File: src/rtl/counter_sequencer.sv
// Start/stop/load controlled up/down counter with compare match and one-shot completion.
// Define COUNTER_SEQUENCER_PRESCALE_EN to build in the clock prescaler; otherwise it steps every RUN clock.
module counter_sequencer #(
  parameter int unsigned WIDTH = 8,
  parameter int unsigned PRE_W = 4
) (
  input  logic             clk,
  input  logic             rst,
  input  logic             start,
  input  logic             stop,
  input  logic             load,
  input  logic [WIDTH-1:0] load_val,
  input  logic             mode,
  input  logic             dir,
  input  logic [WIDTH-1:0] cmp_val,
  input  logic [PRE_W-1:0] prescale,
  output logic [WIDTH-1:0] count,
  output logic             match,
  output logic             done,
  output logic             busy,
  output logic [1:0]       state
);

  typedef enum logic [1:0] {
    S_IDLE = 2'b00,
    S_RUN  = 2'b01,
    S_HOLD = 2'b10,
    S_DONE = 2'b11
  } state_e;

  state_e           state_q, state_d;
  logic [WIDTH-1:0] count_q, count_d;
  logic             match_q, match_d;
  logic             done_q, done_d;
  logic             busy_q, busy_d;
  logic [WIDTH-1:0] step_val;
  logic             run_ok;
  logic             pre_clr;
  logic             pre_adv;
  logic             tick_c;

`ifdef COUNTER_SEQUENCER_PRESCALE_EN
  logic [PRE_W-1:0] pre_q;

  // Prescaler: wraps naturally at 2^PRE_W if prescale is lowered below its current value.
  always_ff @(posedge clk or posedge rst) begin
    if (rst) begin
      pre_q <= '0;
    end else if (pre_clr) begin
      pre_q <= '0;
    end else if (pre_adv) begin
      pre_q <= pre_q + PRE_W'(1);
    end
  end

  assign tick_c = (pre_q == prescale);
`else
  logic unused_prescale;

  assign tick_c          = 1'b1;
  assign unused_prescale = ^{prescale, pre_clr, pre_adv};
`endif

  assign step_val = dir ? (count_q - WIDTH'(1)) : (count_q + WIDTH'(1));

  // Load always updates count; stop > load > start decides the state transition.
  always_comb begin
    state_d = state_q;
    count_d = count_q;
    match_d = 1'b0;
    done_d  = 1'b0;
    pre_clr = 1'b0;
    pre_adv = 1'b0;
    run_ok  = (state_q == S_RUN) && !stop && !load;

    if (load) begin
      count_d = load_val;
      pre_clr = 1'b1;
    end else if (run_ok) begin
      if (tick_c) begin
        count_d = step_val;
        pre_clr = 1'b1;
        match_d = (step_val == cmp_val);
      end else begin
        pre_adv = 1'b1;
      end
    end

    if (stop) begin
      if (state_q == S_RUN) state_d = S_HOLD;
    end else if (load) begin
      if (state_q == S_DONE) state_d = S_IDLE;
    end else if (start && (state_q != S_RUN)) begin
      state_d = S_RUN;
    end else if (run_ok && tick_c && match_d && mode) begin
      state_d = S_DONE;
      done_d  = 1'b1;
    end

    busy_d = (state_d == S_RUN);
  end

  always_ff @(posedge clk or posedge rst) begin
    if (rst) begin
      state_q <= S_IDLE;
      count_q <= '0;
      match_q <= 1'b0;
      done_q  <= 1'b0;
      busy_q  <= 1'b0;
    end else begin
      state_q <= state_d;
      count_q <= count_d;
      match_q <= match_d;
      done_q  <= done_d;
      busy_q  <= busy_d;
    end
  end

  assign count = count_q;
  assign match = match_q;
  assign done  = done_q;
  assign busy  = busy_q;
  assign state = state_q;

endmodule

File: config.mk
export PLATFORM = sky130hd
export DESIGN_NAME = counter_sequencer
export DESIGN_NICKNAME = d
export VERILOG_FILES = /design/src/rtl/counter_sequencer.sv
export SDC_FILE = /design/constraint.sdc
export NUM_CORES = 1
export LEC_CHECK = 0
export CAP_MARGIN = 20
export CORE_AREA = 2 2 50 52
export CTS_BUF_LIST = sky130_fd_sc_hd__clkbuf_4 sky130_fd_sc_hd__clkbuf_8
export CTS_CLUSTER_SIZE = 30
export DETAILED_ROUTE_END_ITERATION = 10
export DIE_AREA = 0 0 52 54
export HOLD_SLACK_MARGIN = 0.03
export PLACE_DENSITY = 0.89
export SYNTH_ARGS = -nofsm -noshare
export SYNTH_HDL_FRONTEND = slang
export SYNTH_SLANG_ARGS = --single-unit
export TNS_END_PERCENT = 5
File: constraint.sdc
create_clock -name clk -period 5.1 [get_ports clk]
set_input_delay 0.51 -clock clk [delete_from_list [all_inputs] [get_ports clk]]
set_output_delay 0.51 -clock clk [all_outputs]
set_load 0.01 [all_outputs]
==> results.py <==
metrics = {
    "final_layout": {
        "insertedDiodeCount": 0,
        "fin_area_um2": 1418,
        "fillers": 203,
        "areaGrowthSynthToFinish_pct": 40.22,
        "stdcell_count": 167,
        "drive_gt1_share_pct": 9.489,
        "layout.nets": 172,
        "fin_util_pct": 61.11,
    },
    "detailed_routing": {
        "wl_per_cell_um": 13.60,
        "drtAntennaViolNets": 0,
        "first_iter_violations": 6,
        "drcViolationCount": 0,
        "via_count": 866,
        "routed_via_density": 5.186,
        "finalWirelength_um": 2271,
        "dr.pass1.iters": 4,
    },
    "worst_setup_path": {
        "rrSetupSlack_ns": 2.67,
        "crit_chain": "clkdlybuf4s50_1 -> fa_1 -> a21o_1 -> a21oi_2 -> xnor3_1 -> nor4_2 -> and4b_4 -> o21bai_1",
        "reg2reg_from": "count[0]$_DFFE_PP0P_",
        "cp-end-kind": "register",
        "worstPathRequired_ns": 5.30,
        "reg2reg_depth": 7,
        "path_buf_inv": 1,
        "crit_slowest_cell": "clkdlybuf4s50_1",
        "startpoint_type": "primary input",
        "critPathMaxFanout": 10,
        "r2r_end": "state[1]$_DFF_PP0_",
        "worst_ep_arrival_time_ns": 3.13,
        "critical_path_class": "primary input to register",
        "path_delay_family": "simple AND/OR/NAND/NOR gates",
        "critPathMaxStageDelay_ns": 0.63,
    },
    "global_route": {
        "antenna_found_initial": 0,
        "grt_pass1_vias": 859,
        "grt_start_max_net_pins": 21,
        "grt.overflow.total": 0,
        "grt_pass1_wl_um": 3739,
        "track_usage_pct": 18.13,
    },
    "synthesis": {
        "ys_seq_area_share_pct": 32.18,
        "postSynthCellCount": 101,
        "syn-num-nets": 135,
        "synth_area_um2": 1011,
        "synth_warnings": 0,
        "yosysTopAreaCell": "dfrtp_1",
        "synth_cell_types": 33,
        "synth-simple-area-share_pct": 15.59,
        "synth_compound_area_share_pct": 17.20,
        "synthAdderAreaFrac_pct": 9.406,
        "synth_top_family_by_area": "XOR/XNOR gates",
        "synth.area.top_cells": "dfrtp_1 (32%), xnor2_1 (12%), ha_1 (7.4%)",
        "synth_top_area_share_pct": 32.18,
        "muxShareOfSynthArea_pct": 4.950,
        "ys_ff_latch": 13,
        "synth_xor_area_share_pct": 19.18,
        "postSynthAreaPerCell_um2": 10.01,
    },
    "hold_path": {
        "min_path_type": "primary input to asynchronous set/reset pin",
    },
    "clocking": {
        "post_cts_buffers": 0,
        "cts_max_level": 1,
        "insertion_delay_ns": 0.27,
        "cts_hold_buf": 0,
        "cts_tree": "done",
        "cts_sinks": 13,
        "cts.reportedPaths.clkPinSlew_ns": 0.09,
        "cts_resized": 0,
        "clk_path_buf_depth": 2,
        "cts_root_buf": "clkbuf_4",
        "cts_inserted_buffers": 3,
    },
    "place": {
        "pre_cts_ws_ns": 1.867,
        "dp.final_hpwl_um": 1790,
        "port_buffers": 35,
        "placedCellCount": 163,
        "dpl_cell_area_um2": 1388,
        "routabilityCongestion": 0.8480,
    },
    "sta": {
        "period_share_pct": 57.56,
        "rsz0062_at_grt": "no",
        "hold_viol": 0,
        "skew_ns": 0.004609,
        "relSlewSlack_pct": 58.69,
        "worst_pin_slew_ns": 0.6178,
        "fin_setup_tns_ns": 0,
        "setup_ws_ns": 2.165,
        "hold_ws_ns": 0.5621,
        "min_period_ns": 2.935,
        "setup_viol": 0,
        "fmax_mhz": 340.7,
        "slew_viol_final": 0,
    },
    "power": {
        "leakage_nw": 0.5872,
        "power_density_nw_per_um2": 275.6,
        "ir_worst_vdd_v": 0.0001982,
        "p_total_mw": 0.3907,
    },
    "die": {
        "fp-row-count": 18,
        "ioPinCount": 40,
        "die_area_um2": 2808,
        "start_util_pct": 43.58,
        "fp.dieW_um": 52,
        "core_area_um2": 2320,
        "die_height_um": 54,
    },
    "outcome": {
        "status": "completed",
    },
    "flow_run": {
        "cap_violations": 0,
    },
}
-- cell type report --
class | instances | area [µm²] | area share, %
clock buffer | 4 | 30.03 | 2.118
inverter | 1 | 3.754 | 0.2648
sequential | 13 | 325.3 | 22.95
tap | 30 | 37.54 | 2.648
timing repair buffer | 35 | 350.3 | 24.71
multi-input combinational | 84 | 670.6 | 47.31
-- placed cells by master, fill, tap and decap left out, drive strengths merged, types with 2 or more instances in the layout --
cell           instances
xor2                   3
a21oi                  4
a31o                   2
mux2i                  5
xnor2                 14
nor3                   2
xnor3                  2
clkdlybuf4s50         35
o21ai                 11
nand2b                 2
nand3                  2
nor2                   3
ha                     6
dfrtp                 13
a21o                   3
and4                   2
clkbuf                 4
nand2                 11
-- logic make-up after synthesis --
logic type               count (synthesis)
AND/OR/NAND/NOR                         28
AO/OA/AOI/OAI                           25
XOR/XNOR                                19
flip-flops                              13
adder cells (fa/ha/maj)                  7
multiplexers                             5
buffers and inverters                    4
-- worst max path at each step --
stage	start	end	slack, ns	cells past startpoint
CTS	dir	state[1]$_DFF_PP0_	2.13	8
global route	dir	state[1]$_DFF_PP0_	2.00	8
finish	dir	state[1]$_DFF_PP0_	2.16	8
floorplan	dir	state[1]$_DFF_PP0_	2.80	7
global placement	dir	state[1]$_DFF_PP0_	1.92	8
detailed placement	dir	state[1]$_DFF_PP0_	1.87	8
-- registers in the layout, summed over array words and instances (netlist names) --
name,flops
match,1
state,2
busy,1
count,8
done,1
-- per-layer routing --
layer	routed length, µm	up-vias	track usage, %
met5	0	-	0
met4	0	0	1.316
met3	123	0	3.611
met2	1100	23	34.18
met1	1047	407	22.13
li1	-	436	-
-- synthesized netlist by cell type --
cell type,number
nor3_1,2
a221oi_2,1
nor4_2,1
nand3_1,2
clkbuf_1,3
a31o_2,1
nand3b_1,1
xnor2_1,14
and4_1,2
o21a_1,1
xor2_1,3
nor2_2,1
and4b_4,1
a21oi_2,2
inv_1,1
xnor3_1,2
a21oi_1,2
and2_1,1
a31o_1,1
or2_2,1
nand2b_1,2
a21o_1,3
and3_1,1
o21ai_0,11
ha_1,6
a211o_1,1
nand2_1,11
a211oi_2,1
fa_1,1
nor2_1,2
dfrtp_1,13
o21bai_1,1
mux2i_1,5
-- report_power, final --
group	leakage [nW]	internal (mW)	switching (mW)
Combinational	0.405	0.105	0.0858
Sequential	0.163	0.116	0.0137
Clock	0.0184	0.0355	0.0349
Power figures use the tool's default switching activity.
